File: src/rtl/mccoy_pkg.sv
// McCoy 8-bit CPU shared definitions: opcodes, sequencer states and field widths.
package mccoy_pkg;

    localparam int DATA_W = 8;
    localparam int ADDR_W = 3;

    localparam logic [2:0] OP_NOP = 3'b000;
    localparam logic [2:0] OP_LDI = 3'b001;
    localparam logic [2:0] OP_LDR = 3'b010;
    localparam logic [2:0] OP_STR = 3'b011;
    localparam logic [2:0] OP_SUB = 3'b100;
    localparam logic [2:0] OP_ADD = 3'b101;
    localparam logic [2:0] OP_LOG = 3'b110;
    localparam logic [2:0] OP_SHF = 3'b111;

    typedef enum logic [1:0] {
        S_IDLE  = 2'd0,
        S_IMM   = 2'd1,
        S_EXEC  = 2'd2,
        S_SHIFT = 2'd3
    } state_t;

endpackage

File: src/rtl/exec_alu.sv
// Combinational ALU for the McCoy exec unit: ADD, AND/XOR and, when the
// EXEC_SUB_EN macro is defined, SUB. Without EXEC_SUB_EN no subtractor exists.
module exec_alu
    import mccoy_pkg::*;
(
    input  logic [DATA_W-1:0] a,
    input  logic [DATA_W-1:0] b,
    input  logic [2:0]        op,
    input  logic [1:0]        m,
    output logic [DATA_W-1:0] result,
    output logic              carry
);

    logic unused_m;
    assign unused_m = m[0];

    // Select the operation; the 9-bit forms put carry or borrow into bit 8
    always_comb begin
        result = '0;
        carry  = 1'b0;
        case (op)
            OP_ADD: {carry, result} = {1'b0, a} + {1'b0, b};
`ifdef EXEC_SUB_EN
            OP_SUB: {carry, result} = {1'b0, a} - {1'b0, b};
`endif
            OP_LOG: result = m[1] ? (a ^ b) : (a & b);
            default: ;
        endcase
    end

endmodule

File: src/rtl/exec_unit.sv
// McCoy instruction sequencer and x8 accumulator. Accepts instruction bytes
// over valid/ready, drives the x0-x7 register file and runs iterative shifts.
// Optional macro EXEC_SUB_EN enables opcode 100 as SUB; otherwise it is a NOP.
module exec_unit
    import mccoy_pkg::*;
(
    input  logic              clk,
    input  logic              reset,
    input  logic [DATA_W-1:0] instr,
    input  logic              instr_valid,
    output logic              instr_ready,
    input  logic [DATA_W-1:0] reg_data,
    output logic [ADDR_W-1:0] reg_addr,
    output logic [DATA_W-1:0] x8,
    output logic              write_reg,
    output logic              busy,
    output logic              flag_z,
    output logic              flag_c
);

    state_t            state;
    state_t            state_next;
    logic [DATA_W-1:0] instr_q;
    logic [2:0]        count;
    logic [2:0]        op_q;
    logic              accept;
    logic [DATA_W-1:0] alu_result;
    logic              alu_carry;
    logic              alu_wr;
    logic [DATA_W-1:0] shift_val;
    logic              shift_out;
    logic              unused_instr;

    assign op_q         = instr_q[7:5];
    assign reg_addr     = instr_q[4:2];
    assign unused_instr = instr_q[0];
    assign accept       = instr_valid && instr_ready;
    assign busy         = (state != S_IDLE);
    assign write_reg    = (state == S_EXEC) && (op_q == OP_STR);
    assign shift_val    = instr_q[1] ? (x8 >> 1) : (x8 << 1);
    assign shift_out    = instr_q[1] ? x8[0] : x8[DATA_W-1];

    exec_alu u_alu (
        .a      (x8),
        .b      (reg_data),
        .op     (op_q),
        .m      (instr_q[1:0]),
        .result (alu_result),
        .carry  (alu_carry)
    );

    // Decide which captured opcodes write the ALU result back into x8
    always_comb begin
        alu_wr = (op_q == OP_ADD) || (op_q == OP_LOG);
`ifdef EXEC_SUB_EN
        if (op_q == OP_SUB) alu_wr = 1'b1;
`endif
    end

    // Sequencer state register
    always_ff @(posedge clk or posedge reset) begin
        if (reset) state <= S_IDLE;
        else       state <= state_next;
    end

    // Next-state decode and handshake readiness
    always_comb begin
        state_next  = state;
        instr_ready = 1'b0;
        case (state)
            S_IDLE: begin
                instr_ready = 1'b1;
                if (instr_valid) state_next = (instr[7:5] == OP_LDI) ? S_IMM : S_EXEC;
            end
            S_IMM: begin
                instr_ready = 1'b1;
                if (instr_valid) state_next = S_IDLE;
            end
            S_EXEC: begin
                if ((op_q == OP_SHF) && (reg_data[2:0] != 3'd0)) state_next = S_SHIFT;
                else                                              state_next = S_IDLE;
            end
            S_SHIFT: begin
                if (count == 3'd1) state_next = S_IDLE;
            end
            default: state_next = S_IDLE;
        endcase
    end

    // Datapath: instruction capture, accumulator, flags and shift counter
    always_ff @(posedge clk or posedge reset) begin
        if (reset) begin
            x8      <= '0;
            flag_z  <= 1'b0;
            flag_c  <= 1'b0;
            instr_q <= '0;
            count   <= '0;
        end else begin
            case (state)
                S_IDLE: begin
                    if (accept) instr_q <= instr;
                end
                S_IMM: begin
                    if (accept) begin
                        x8     <= instr;
                        flag_z <= (instr == '0);
                    end
                end
                S_EXEC: begin
                    if (op_q == OP_LDR) begin
                        x8     <= reg_data;
                        flag_z <= (reg_data == '0);
                    end else if (alu_wr) begin
                        x8     <= alu_result;
                        flag_z <= (alu_result == '0);
                        if (op_q != OP_LOG) flag_c <= alu_carry;
                    end else if (op_q == OP_SHF) begin
                        if (reg_data[2:0] == 3'd0) flag_z <= (x8 == '0);
                        else                       count  <= reg_data[2:0];
                    end
                end
                S_SHIFT: begin
                    x8     <= shift_val;
                    flag_c <= shift_out;
                    count  <= count - 3'd1;
                    if (count == 3'd1) flag_z <= (shift_val == '0);
                end
                default: ;
            endcase
        end
    end

endmodule

File: config.mk
export PLATFORM = sky130hd
export DESIGN_NAME = exec_unit
export DESIGN_NICKNAME = d
export VERILOG_FILES = /design/src/rtl/mccoy_pkg.sv /design/src/rtl/exec_alu.sv /design/src/rtl/exec_unit.sv
export SDC_FILE = /design/constraint.sdc
export NUM_CORES = 1
export LEC_CHECK = 0
export BUFFER_PORTS_ARGS = -buffer_cell sky130_fd_sc_hd__buf_2
export CELL_PAD_IN_SITES_DETAIL_PLACEMENT = 1
export CELL_PAD_IN_SITES_GLOBAL_PLACEMENT = 2
export CORE_UTILIZATION = 37
export DETAILED_ROUTE_END_ITERATION = 7
export PLACE_DENSITY_LB_ADDON = 0.1
export SYNTH_ARGS = -nofsm -noshare
export SYNTH_HDL_FRONTEND = slang
export SYNTH_HIERARCHICAL = 1
export SYNTH_SLANG_ARGS = --single-unit
File: constraint.sdc
create_clock -name clk -period 5.4 [get_ports clk]
set_clock_uncertainty 0.15 [all_clocks]
set_input_delay 1.08 -clock clk [delete_from_list [all_inputs] [get_ports clk]]
set_output_delay 1.08 -clock clk [all_outputs]
set_load 0.005 [all_outputs]
Yosys cells after proc, flatten, opt, wreduce, memory -nomap -nowiden:

Index checks and enable logic that the tools add are counted.

* word-level logic and storage cells: 88
* output and inout bits: 16
* flip-flop bits (word level): 23

* $add $sub $neg: 2
* eq/ne operators: 24
* mux-type cells: 32
* bitwise gates (word level): 2
* reductions and logical operators: 22

Operator list (count)
* $logic_not A8 Y1: 5
* $mux W8: 5
* $pmux W8 S3: 1
* $ne A2 B2 Y1 const B: 8
* $pmux W8 S2: 1
* $mux W1: 12
* $mux W3: 4
* $mux W2: 5
* $reduce_and A5 Y1: 2
* $add A8 B8 Y9: 1
* $eq A3 B3 Y1 const B: 3
* $and A8 B8 Y8: 1
* $ne A4 B2 Y1 const B: 2
* $pmux W2 S4: 1
* $xor A8 B8 Y8: 1
* $eq A3 B1 Y1 const B: 2
* $eq A3 B2 Y1 const B: 2
* $pmux W3 S2: 1
* $reduce_and A3 Y1: 2
* $reduce_bool A3 Y1: 2
* $eq A2 B2 Y1 const B: 2
* $ne A2 B1 Y1 const B: 2
* $reduce_and A4 Y1: 1
* $reduce_bool A2 Y1: 2
* 12 further kinds: 14

Logic depth before layout (Yosys ltp):

* word-level depth: 7
* depth in mapped cells: 12

Cells and area by module:

The synthesis kept the hierarchy.

By module, submodules not included
* exec_unit: instances 1, cells each 163, area each 1584.0 µm², seq. area each 575.6 µm²
* exec_alu: instances 1, cells each 66, area each 470.5 µm², seq. area each 0.0 µm²

Worst setup path before layout:

Ideal clock, no wire load.

* kind: input port to flip-flop
* start point: in reg_data[0]
* end point: reg flag_z
* arrival time: 3083 ps
* stages: 12
* setup slack: 2101 ps
* data required time: 5184 ps
* path through: ha_1 -> inv_1 -> fa_1 -> and2b_1 -> o2111ai_1 -> nand2_1 -> o21ai_1 -> a221o_1 -> nor4_1 -> a221oi_1 -> nor4_1 -> o31a_1

* elaborated cells between the ends (all ways): 13
* those cells by class: add/sub: 1; eq/ne: 1; mux: 5; bitwise: 2; reduce/logical: 4

RTL lines
* start, declared: RTL line exec_unit.sv:12 `input logic [DATA_W-1:0] reg_data,`
* $add A8 B8 Y9: RTL line exec_alu.sv:22 `OP_ADD: {carry, result} = {1'b0, a} + {1'b0, b};`
* $pmux W8 S2: RTL line exec_alu.sv:21 `case (op)`
* net alu_result[6]: RTL line exec_unit.sv:27 `logic [DATA_W-1:0] alu_result;`
* $logic_not A8 Y1: RTL line exec_unit.sv:115 `flag_z <= (alu_result == '0);`
* $mux W1: RTL line exec_unit.sv:113 `end else if (alu_wr) begin`
* $mux W1: RTL line exec_unit.sv:110 `if (op_q == OP_LDR) begin`
* $pmux W1 S3: RTL line exec_unit.sv:99 `case (state)`
* end signal, assigned: RTL line exec_unit.sv:112 `flag_z <= (reg_data == '0);`
* end signal, assigned: RTL line exec_unit.sv:115
* end signal, assigned: RTL line exec_unit.sv:118 `if (reg_data[2:0] == 3'd0) flag_z <= (x8 == '0);`
* end, declared: RTL line exec_unit.sv:17 `output logic flag_z,`

The timed path passes the listed nets, and every way through them passes these cells.
A chain may end at the register's enable or synchronous reset.

Worst setup path after layout:

Same ends and word-level chain as after synthesis.

==> impl_summary.txt <==
----------------------------------------------------
[Clock network]
  Post-CTS clock slew at the launch and capture registers of the worst setup and hold paths ... 0.09 ns
  Clock insertion delay at the later pin of the skew report ... 0.27 ns
  Clock tree from TritonCTS ... done
  Number of clock buffers inserted by TritonCTS ... 3
  Post-cts gate resize count ... 0
  Clk Tree Root Cell ... clkbuf_8
  Number of H-tree levels ... 1
  Setup Buffers After CTS ... 0
  Clock net sink count ... 22
  CTS Buffer Depth ... 2
  Number of buffers inserted for hold repair after clock tree synthesis ... 0

[Global route]
  Total gr overflow ... 0
  Antenna violations before repair ... 0
  First-pass GRT wire length ... 10100 µm
  Pin count of the biggest net entering global routing ... 28
  All-layer global routing usage ... 0.238
  Via count of the first global-routing pass ... 1877

[Routing]
  DR vias ... 1887
  Total DRC errors in the routed layout ... 0
  Routed vias/inst ... 5.84
  Initial DRC Count ... 92
  Aggregate routed wire length ... 6190 µm
  First-pass DRT Iterations ... 4
  Post-route ant nets ... 0
  WL per Instance ... 19.2 µm

[Placement]
  DP Wirelength ... 4740 µm
  Routability Congestion ... 0.798
  Port Buffers ... 34

[Final layout]
  Area delta synth->final ... 13.1%
  Share of layout cells above drive strength 1 ... 0.245
  Fill cell instance count of the final layout ... 629
  Final net count ... 284
  Share of the core filled with cells in the final layout ... 0.441
  # diodes ... 0

[Yosys]
  Warnings from Yosys ... 6
  Post-Synthesis Cells ... 227
  Post-synthesis instance area ... 2020 µm²
  Post-Syn Area per Cell ... 8.89 µm²
  Synth Net Count ... 257

[Pwr]
  Maximum vdd drop ... 0.237 mV
  Ratio of total power to cell area ... 583 nW/µm²
  Leakage power summed over all cells ... 1.06 nW

[Timing]
  Total count of hold-check failures in the final report ... 0
  Max transition margin ... 0.400
  Minimum clock period ... 3.46 ns
  Final-report max-slew violation count ... 0
  Setup TNS ... 0 ns
  Fraction of the cycle the final worst path needs ... 0.640
  Least-Margin Pin Slew ... 0.899 ns
  Setup repair after global routing missed its margin ... no
  Endpoints failing setup ... 0
  Max frequency ... 289 MHz

[Floorplan]
  Initial core utilization ... 0.390
  Die H ... 75.9 µm
  Die width ... 75.9 µm
  Total die area ... 5750 µm²
  Floorplan row count ... 26
  Floorplan core area ... 5170 µm²
  Count of pins on the block boundary ... 35

[Setup path]
  Worst setup path category ... in -> reg
  Sort of element at the start of the critical path ... input pin
  Worst path buffer plus inverter count ... 2
  Data arrival time of the critical path ... 3.52 ns
  Cell mode on critical path ... nor4_1
  Top delay family on crit path ... simple AND/OR/NAND/NOR gates
  Critical-path cell with the highest stage delay ... fa_1
  Delay contributed by the slowest stage of the critical path ... 0.41 ns
  Critical path, cell by cell ... buf_2, ha_1, inv_1, fa_1, and2b_1, o2111ai_1, nand2_1, o21ai_1, a221o_1, nor4_1, a221oi_1, nor4_1, o31a_1
  WP data required ... 5.46 ns
  Peak fanout along the critical path ... 5
  Setup crit end kind ... flop

[Run]
  Max-cap viol count ... 0

[Status]
  Result of the run ... completed

[Worst hold path]
  Hold WC Path Type ... reg -> reg

----------------------------------------------------
## area by class of cell
type | count | area [µm²] | area share
multi-input cells | 179 | 1350 | 0.592
inverters | 14 | 52.6 | 0.0230
clock inverters | 1 | 30.0 | 0.0132
repair buffers | 34 | 170 | 0.0745
flip-flops and latches | 22 | 551 | 0.241
well taps | 70 | 87.6 | 0.0384
clock buffers | 3 | 41.3 | 0.0181
## sequential cells by signal, indices dropped and copies added (netlist names)
register and flops:
count 3, state 2, instr_q 7, x8 8
flag_z 1, flag_c 1
## final timing paths
path	startpoint	endpoint	slack, ns	cells after the start
setup / recovery	reg_data[0]	flag_z	1.94	13
min in group asynchronous	reset	x8[3]	0.83	2
hold reg to reg	instr_q[4]	instr_q[4]	0.36	1
hold / removal	instr_q[4]	instr_q[4]	0.36	1
max in group asynchronous	reset	count[0]	3.71	2
setup reg to reg	x8[0]	flag_z	2.31	12
## routing by layer
layer	GRT usage	vias to the layer above	wire, µm
li1	-	911	-
met1	0.332	925	2960
met2	0.388	43	2910
met3	0.0331	8	236
met4	0.0576	0	88
met5	0	-	0
## report_power, final
group          leakage (nW)  switching, mW  internal (mW)
clock network        0.0357         0.0595         0.0992
registers             0.262          0.176          0.244
logic                 0.765          0.382          0.370
## metrics by stage
step / instances / hold WS (ns) / setup slack [ns] / total power [mW] / cell area, µm²
floorplan: 227 / 0.332 / 2.10 / 0.949 / 2020
global placement: 319 / 0.335 / 1.73 / 1.16 / 2210
detailed placement: 319 / 0.341 / 1.66 / 1.17 / 2210
CTS: 323 / 0.363 / 1.95 / 1.34 / 2280
global route: 323 / 0.383 / 1.77 / 1.45 / 2280
finish: 323 / 0.356 / 1.94 / 1.33 / 2280
## layout by cell type (no fill, tap or decap), types with 2 or more instances in the layout
cell       instances
buf_2             34
a22oi_1            2
dfrtp_1           22
a211oi_1           3
nand3_1            4
nand2b_1           6
a21oi_2            2
mux2_4             2
inv_1             14
o21ai_1            3
a221o_1            5
nor4_1             9
o21a_1             3
o221ai_1           5
mux2_2            14
o211ai_1           3
o31a_1             2
a31oi_1            2
nor3_1             2
nor3b_1            3
nor2_1            10
nor2b_1            5
o21ai_0            6
a21o_1             5
o2bb2ai_1          2
a2bb2oi_1          2
clkbuf_8           3
ha_1              10
a21oi_1            7
and4bb_2           2
nand2_1           23
mux2i_1           13
o31ai_1            7
No activity file was read; power rests on OpenSTA's default activity.
